### src/rtl/tetris_pkg.sv
// Board geometry and clear-sequencer state encoding shared by the board logic.
package tetris_pkg;
    localparam int BOARD_W = 10;
    localparam int BOARD_H = 20;
    localparam int ROW_AW  = 5;

    typedef enum logic [2:0] {
        S_IDLE,
        S_RD,
        S_CHK,
        S_WR,
        S_FILL,
        S_DONE
    } clr_state_t;
endpackage

### src/rtl/board_clear_ctrl.sv
// Line-clear sequencer: scans rows bottom-up, compacts surviving rows down,
// zero-fills the vacated top rows and tracks total lines and level.
module board_clear_ctrl
    import tetris_pkg::*;
#(
    parameter int LINES_PER_LEVEL = 10,
    parameter int MAX_LEVEL       = 15
) (
    input  logic               Clk,
    input  logic               Reset_n,
    input  logic               start,
    output logic               busy,
    output logic               done,
    output logic [4:0]         lines_cleared,
    output logic [15:0]        total_lines,
    output logic [3:0]         level,
    output logic [ROW_AW-1:0]  row_addr,
    output logic               row_rd_en,
    input  logic [BOARD_W-1:0] row_rdata,
    output logic               row_wr_en,
    output logic [BOARD_W-1:0] row_wdata
);
    localparam int PW = (LINES_PER_LEVEL > 1) ? $clog2(LINES_PER_LEVEL) : 1;
    localparam logic [ROW_AW-1:0] BOTTOM = ROW_AW'(BOARD_H - 1);

    clr_state_t         state_q, state_d;
    logic [ROW_AW-1:0]  src_q, src_d, dst_q, dst_d;
    logic [4:0]         cleared_q, cleared_d;
    logic [PW-1:0]      prog_q, prog_d;
    logic [BOARD_W-1:0] buf_q, buf_d;
    logic [4:0]         lc_q, lc_d;
    logic [15:0]        total_q, total_d;
    logic [3:0]         level_q, level_d;
    logic               busy_q, busy_d, done_q, done_d;
    logic               rd_q, rd_d, wr_q, wr_d;
    logic [ROW_AW-1:0]  addr_q, addr_d;
    logic [BOARD_W-1:0] wdata_q, wdata_d;
    logic               last, pass_end;

    always_comb begin
        state_d   = state_q;
        src_d     = src_q;
        dst_d     = dst_q;
        cleared_d = cleared_q;
        prog_d    = prog_q;
        buf_d     = buf_q;
        lc_d      = lc_q;
        total_d   = total_q;
        level_d   = level_q;
        pass_end  = 1'b0;
        last      = (src_q == '0);

        case (state_q)
            S_IDLE: if (start) begin
                src_d     = BOTTOM;
                dst_d     = BOTTOM;
                cleared_d = '0;
                lc_d      = '0;
                state_d   = S_RD;
            end
            S_RD: state_d = S_CHK;
            S_CHK: begin
                if (&row_rdata) begin
                    cleared_d = cleared_q + 5'd1;
                    if (total_q != 16'hFFFF) total_d = total_q + 16'd1;
                    if (prog_q == PW'(LINES_PER_LEVEL - 1)) begin
                        prog_d = '0;
                        if (level_q != 4'(MAX_LEVEL)) level_d = level_q + 4'd1;
                    end else begin
                        prog_d = prog_q + PW'(1);
                    end
                    if (!last) src_d = src_q - 1'b1;
                    pass_end = last;
                    state_d  = S_RD;
                end else if (dst_q == src_q) begin
                    if (!last) begin
                        src_d = src_q - 1'b1;
                        dst_d = dst_q - 1'b1;
                    end
                    pass_end = last;
                    state_d  = S_RD;
                end else begin
                    buf_d   = row_rdata;
                    state_d = S_WR;
                end
            end
            S_WR: begin
                // dst is strictly above src here, so it is at least 1
                dst_d = dst_q - 1'b1;
                if (!last) src_d = src_q - 1'b1;
                pass_end = last;
                state_d  = S_RD;
            end
            S_FILL: begin
                if (dst_q == '0) state_d = S_DONE;
                else             dst_d   = dst_q - 1'b1;
            end
            S_DONE:  state_d = S_IDLE;
            default: state_d = S_IDLE;
        endcase

        // Nothing to fill when no row was removed: skip straight to DONE
        if (pass_end) state_d = (cleared_d == '0) ? S_DONE : S_FILL;
        if (state_d == S_DONE) lc_d = cleared_d;

        // Outputs are decoded from the next state so they are registered
        busy_d  = (state_d != S_IDLE);
        done_d  = (state_d == S_DONE);
        rd_d    = (state_d == S_RD);
        wr_d    = (state_d == S_WR) || (state_d == S_FILL);
        addr_d  = rd_d ? src_d : (wr_d ? dst_d : '0);
        wdata_d = (state_d == S_WR) ? buf_d : '0;
    end

    always_ff @(posedge Clk or negedge Reset_n) begin
        if (!Reset_n) begin
            state_q   <= S_IDLE;
            src_q     <= '0;
            dst_q     <= '0;
            cleared_q <= '0;
            prog_q    <= '0;
            buf_q     <= '0;
            lc_q      <= '0;
            total_q   <= '0;
            level_q   <= '0;
            busy_q    <= 1'b0;
            done_q    <= 1'b0;
            rd_q      <= 1'b0;
            wr_q      <= 1'b0;
            addr_q    <= '0;
            wdata_q   <= '0;
        end else begin
            state_q   <= state_d;
            src_q     <= src_d;
            dst_q     <= dst_d;
            cleared_q <= cleared_d;
            prog_q    <= prog_d;
            buf_q     <= buf_d;
            lc_q      <= lc_d;
            total_q   <= total_d;
            level_q   <= level_d;
            busy_q    <= busy_d;
            done_q    <= done_d;
            rd_q      <= rd_d;
            wr_q      <= wr_d;
            addr_q    <= addr_d;
            wdata_q   <= wdata_d;
        end
    end

    assign busy          = busy_q;
    assign done          = done_q;
    assign lines_cleared = lc_q;
    assign total_lines   = total_q;
    assign level         = level_q;
    assign row_addr      = addr_q;
    assign row_rd_en     = rd_q;
    assign row_wr_en     = wr_q;
    assign row_wdata     = wdata_q;
endmodule

### config.mk
export PLATFORM = sky130hd
export DESIGN_NAME = board_clear_ctrl
export DESIGN_NICKNAME = d
export VERILOG_FILES = /design/src/rtl/tetris_pkg.sv /design/src/rtl/board_clear_ctrl.sv
export SDC_FILE = /design/constraint.sdc
export NUM_CORES = 1
export LEC_CHECK = 0
export ABC_AREA = 1
export BUFFER_PORTS_ARGS = -buffer_cell sky130_fd_sc_hd__buf_4
export CAP_MARGIN = 20
export CORE_AREA = 2 2 112 114
export CTS_CLUSTER_SIZE = 12
export DETAILED_ROUTE_END_ITERATION = 10
export DIE_AREA = 0 0 114 116
export GPL_TIMING_DRIVEN = 0
export PLACE_DENSITY_LB_ADDON = 0.05
export SLEW_MARGIN = 10
export SYNTH_ARGS = -nofsm -noshare
export SYNTH_HDL_FRONTEND = slang
export SYNTH_SLANG_ARGS = --single-unit
export TNS_END_PERCENT = 30
### constraint.sdc
create_clock -name Clk -period 4.05 [get_ports Clk]
set_clock_uncertainty 0.1 [all_clocks]
set_input_delay 0 -clock Clk [delete_from_list [all_inputs] [get_ports Clk]]
set_output_delay 0 -clock Clk [all_outputs]
set_load 0.02 [all_outputs]
==> qor.csv <==
metric;value;unit
status;finished clean;
number of global-route vias before repair;3007;
CTS Buffer Depth;2;
post-synth cell types;37;
CP Cell Sequence;inv_1, ha_1, nand3_1, nor2_1, nand3_2, nor2_1, nand3_2, nand3_4, nand2_4, buf_6, nand3_2, nand2_1;
Top cell by count, worst path;nand3_2;
crit end category;flip-flop;
fin nets;530;
HP Class;input pin to async pin;
# port buffers;56;
crit share post-route;0.569;
Top delay family on crit path;simple AND/OR/NAND/NOR gates;
Starting Density;0.298;
post-DR vias/cell;4.54;
Worst EP required;4.17;ns
Area growth syn-to-layout;29.7;%
Final Util;0.386;
Max VDD drop;201;uV
DR WL/cell;13.6;um
top cell type's share of synthesized area;0.466;
Reg clk slew, reported paths;0.06;ns
static leakage;0.00234;uW
most common cell after layout, fill and taps aside;nand2_1;
Worst Tran Pin Value;0.843;ns
GRT Total Usage;0.146;
Core ar.;11900;um2
final setup fails;0;
Slew headroom;0.438;
Worst-Skew Late Latency;0.33;ns
startpoint types;flip-flop;
Placer Congestion;0.863;
number of clock sinks;66;
EDFF count, synth;0;
chip height;116;um
htree depth;3;
clk root buf;clkbuf_16;
crit path max fanout;10;
synth top area cells;dfrtp_1, nand2_1, inv_1;
met2 WL;3.85;mm
TritonCTS clock tree;built;
ANT cells;0;
setup_tns;0;ns
Setup Crit Path Kind;flip-flop to flip-flop;
Die Wd;114;um
commonest non-fill, non-tap cells in the layout;nand2_1, dfrtp_1, buf_4;
synthesized net count;451;
top sig layer;met4;
Tmin final;2.30;ns
Die Area;13200;um2
Max stage delay cell, worst path;dfrtp_1;
final hold viol count;0;
remaining global-route overflow;0;
power density over the cells;614;nW/um2
Ports;57;
mean area per synthesized cell;8.19;um2
Post-CTS Setup Inserts;0;
Met1 Routed Length;4.69;mm
sequential share of the synthesized area;0.466;
initial antenna violation count;0;
Synth Instances;433;
synthesis-stage register bit count;66;
FFs w/ async S/R, synth;1.00;
vias;3016;
global-route wire length before repair;15.0;mm
Syn Std Cell Area;3550;um2
crit-path max cell delay;0.44;ns
cell row count;40;
worst hold slack;0.228;ns
drt pass-1 iters;4;
RSZ-0062 raised after global routing;no;
Final Max Tran Viols;0;
Detailed Place HPWL;6.64;mm
arrival time worst endpoint;2.42;ns
yosys warns;0;
share of cells above drive strength 1;0.234;
initial DRC count;103;
drt total wl;9.04;mm
WP buf/inv;2;
max-cap viol count;0;
ANT nets after route;0;
Fmax;434;MHz
largest net degree at the start of global routing;67;
top_reg_cell synth;dfrtp_1;
routed wl met3;397;um
Synth area leader;dfrtp_1;
TritonCTS buffer count;9;
# DRC;0;
==> final timing paths <==
| path | from | to | slack, ns | cells after the start |
|---|---|---|---|---|
| max | src_q[0] | row_addr[2] | 1.75 | 12 |
| min | Reset_n | level[0] | 0.23 | 2 |
| max reg2reg | src_q[0] | row_addr[2] | 1.75 | 12 |
| min reg2reg | level[3] | level[3] | 0.40 | 1 |
| max in group asynchronous | Reset_n | state_q[1] | 3.07 | 2 |
| min in group Clk | row_rdata[9] | row_wdata[9] | 0.34 | 4 |
==> final cells by class <==
class	instances	area, um2
fill	1260	7310
sequential	66	1650
multi-input combinational	298	1620
timing repair buffer	68	541
inverter	64	243
clock buffer	10	239
tap	147	184
clock inverter	6	90.1
buffer	5	33.8
==> power by group <==
part	leakage [uW]	total (uW)	switching, uW	internal [uW]
clock	0.000159	858	302	557
combinational	0.00131	1090	709	376
sequential	0.000872	880	99.7	781
total	0.00234	2820	1110	1710
==> synthesized netlist by cell type (all sizes together), types with 2 or more instances <==
cell type / number
inv: 63
buf: 3
a22oi: 2
ha: 5
clkbuf: 2
or2: 2
a21oi: 3
nand2: 115
o21ai: 18
nor2: 49
xor2: 14
dfrtp: 66
nand4: 12
nor3: 10
nand3: 46
xnor2: 10
o211ai: 3
==> state kept, by name, indices dropped and copies added (netlist names) <==
register and cells:
done 1, busy 1, row_addr 5, state_q 3
row_wr_en 1, total_lines 16, lines_cleared 5, src_q 5
row_rd_en 1, prog_q 4, row_wdata 10, cleared_q 5
level 4, dst_q 5
==> per-stage QoR <==
| step | instance area (um2) | cells | setup WS, ns | total power, uW |
|---|---|---|---|---|
| after floorplan | 3550 | 433 | 2.13 | 1630 |
| after global placement | 4150 | 636 | 1.75 | 1980 |
| after detailed placement | 4150 | 636 | 1.77 | 1980 |
| after CTS | 4600 | 664 | 1.74 | 2860 |
| after global routing | 4600 | 664 | 1.58 | 3010 |
| final | 4600 | 664 | 1.75 | 2820 |
==> worst register-to-register path, cell delays in order (launching register included) <==
cell and delay, ns:
dfrtp_1 0.44, inv_1 0.09, ha_1 0.19, nand3_1 0.13, nor2_1 0.27, nand3_2 0.20, nor2_1 0.18, nand3_2 0.12
nand3_4 0.12, nand2_4 0.06, buf_6 0.16, nand3_2 0.08, nand2_1 0.07
==> routing by layer <==
| layer | up-vias | GRT usage |
|---|---|---|
| met2 | 73 | 0.208 |
| met1 | 1393 | 0.218 |
| li1 | 1542 | - |
| met5 | - | 0 |
| met4 | 0 | 0.0512 |
| met3 | 8 | 0.0303 |
==> timing repair <==
item / 4_1_cts / 5_1_grt
hold buffers: 12 / 0
hold endpoints to repair: 80 / 0
resized for setup: 0 / 0
==> kinds of logic (layout without fill, tap and decap cells) <==
logic type / Yosys count / after routing / synth area share
muxes: 1 / 1 / 0.00318
and+or+nand+nor: 235 / 235 / 0.320
adders and majority gates: 5 / 5 / 0.0176
DFF: 66 / 66 / 0.466
buffers and inverters: 69 / 153 / 0.0780
AOI/OAI and AO/OA: 33 / 33 / 0.0561
xor gates and xnor gates: 24 / 24 / 0.0593
Note: power is estimated with default switching activity, not from simulation.
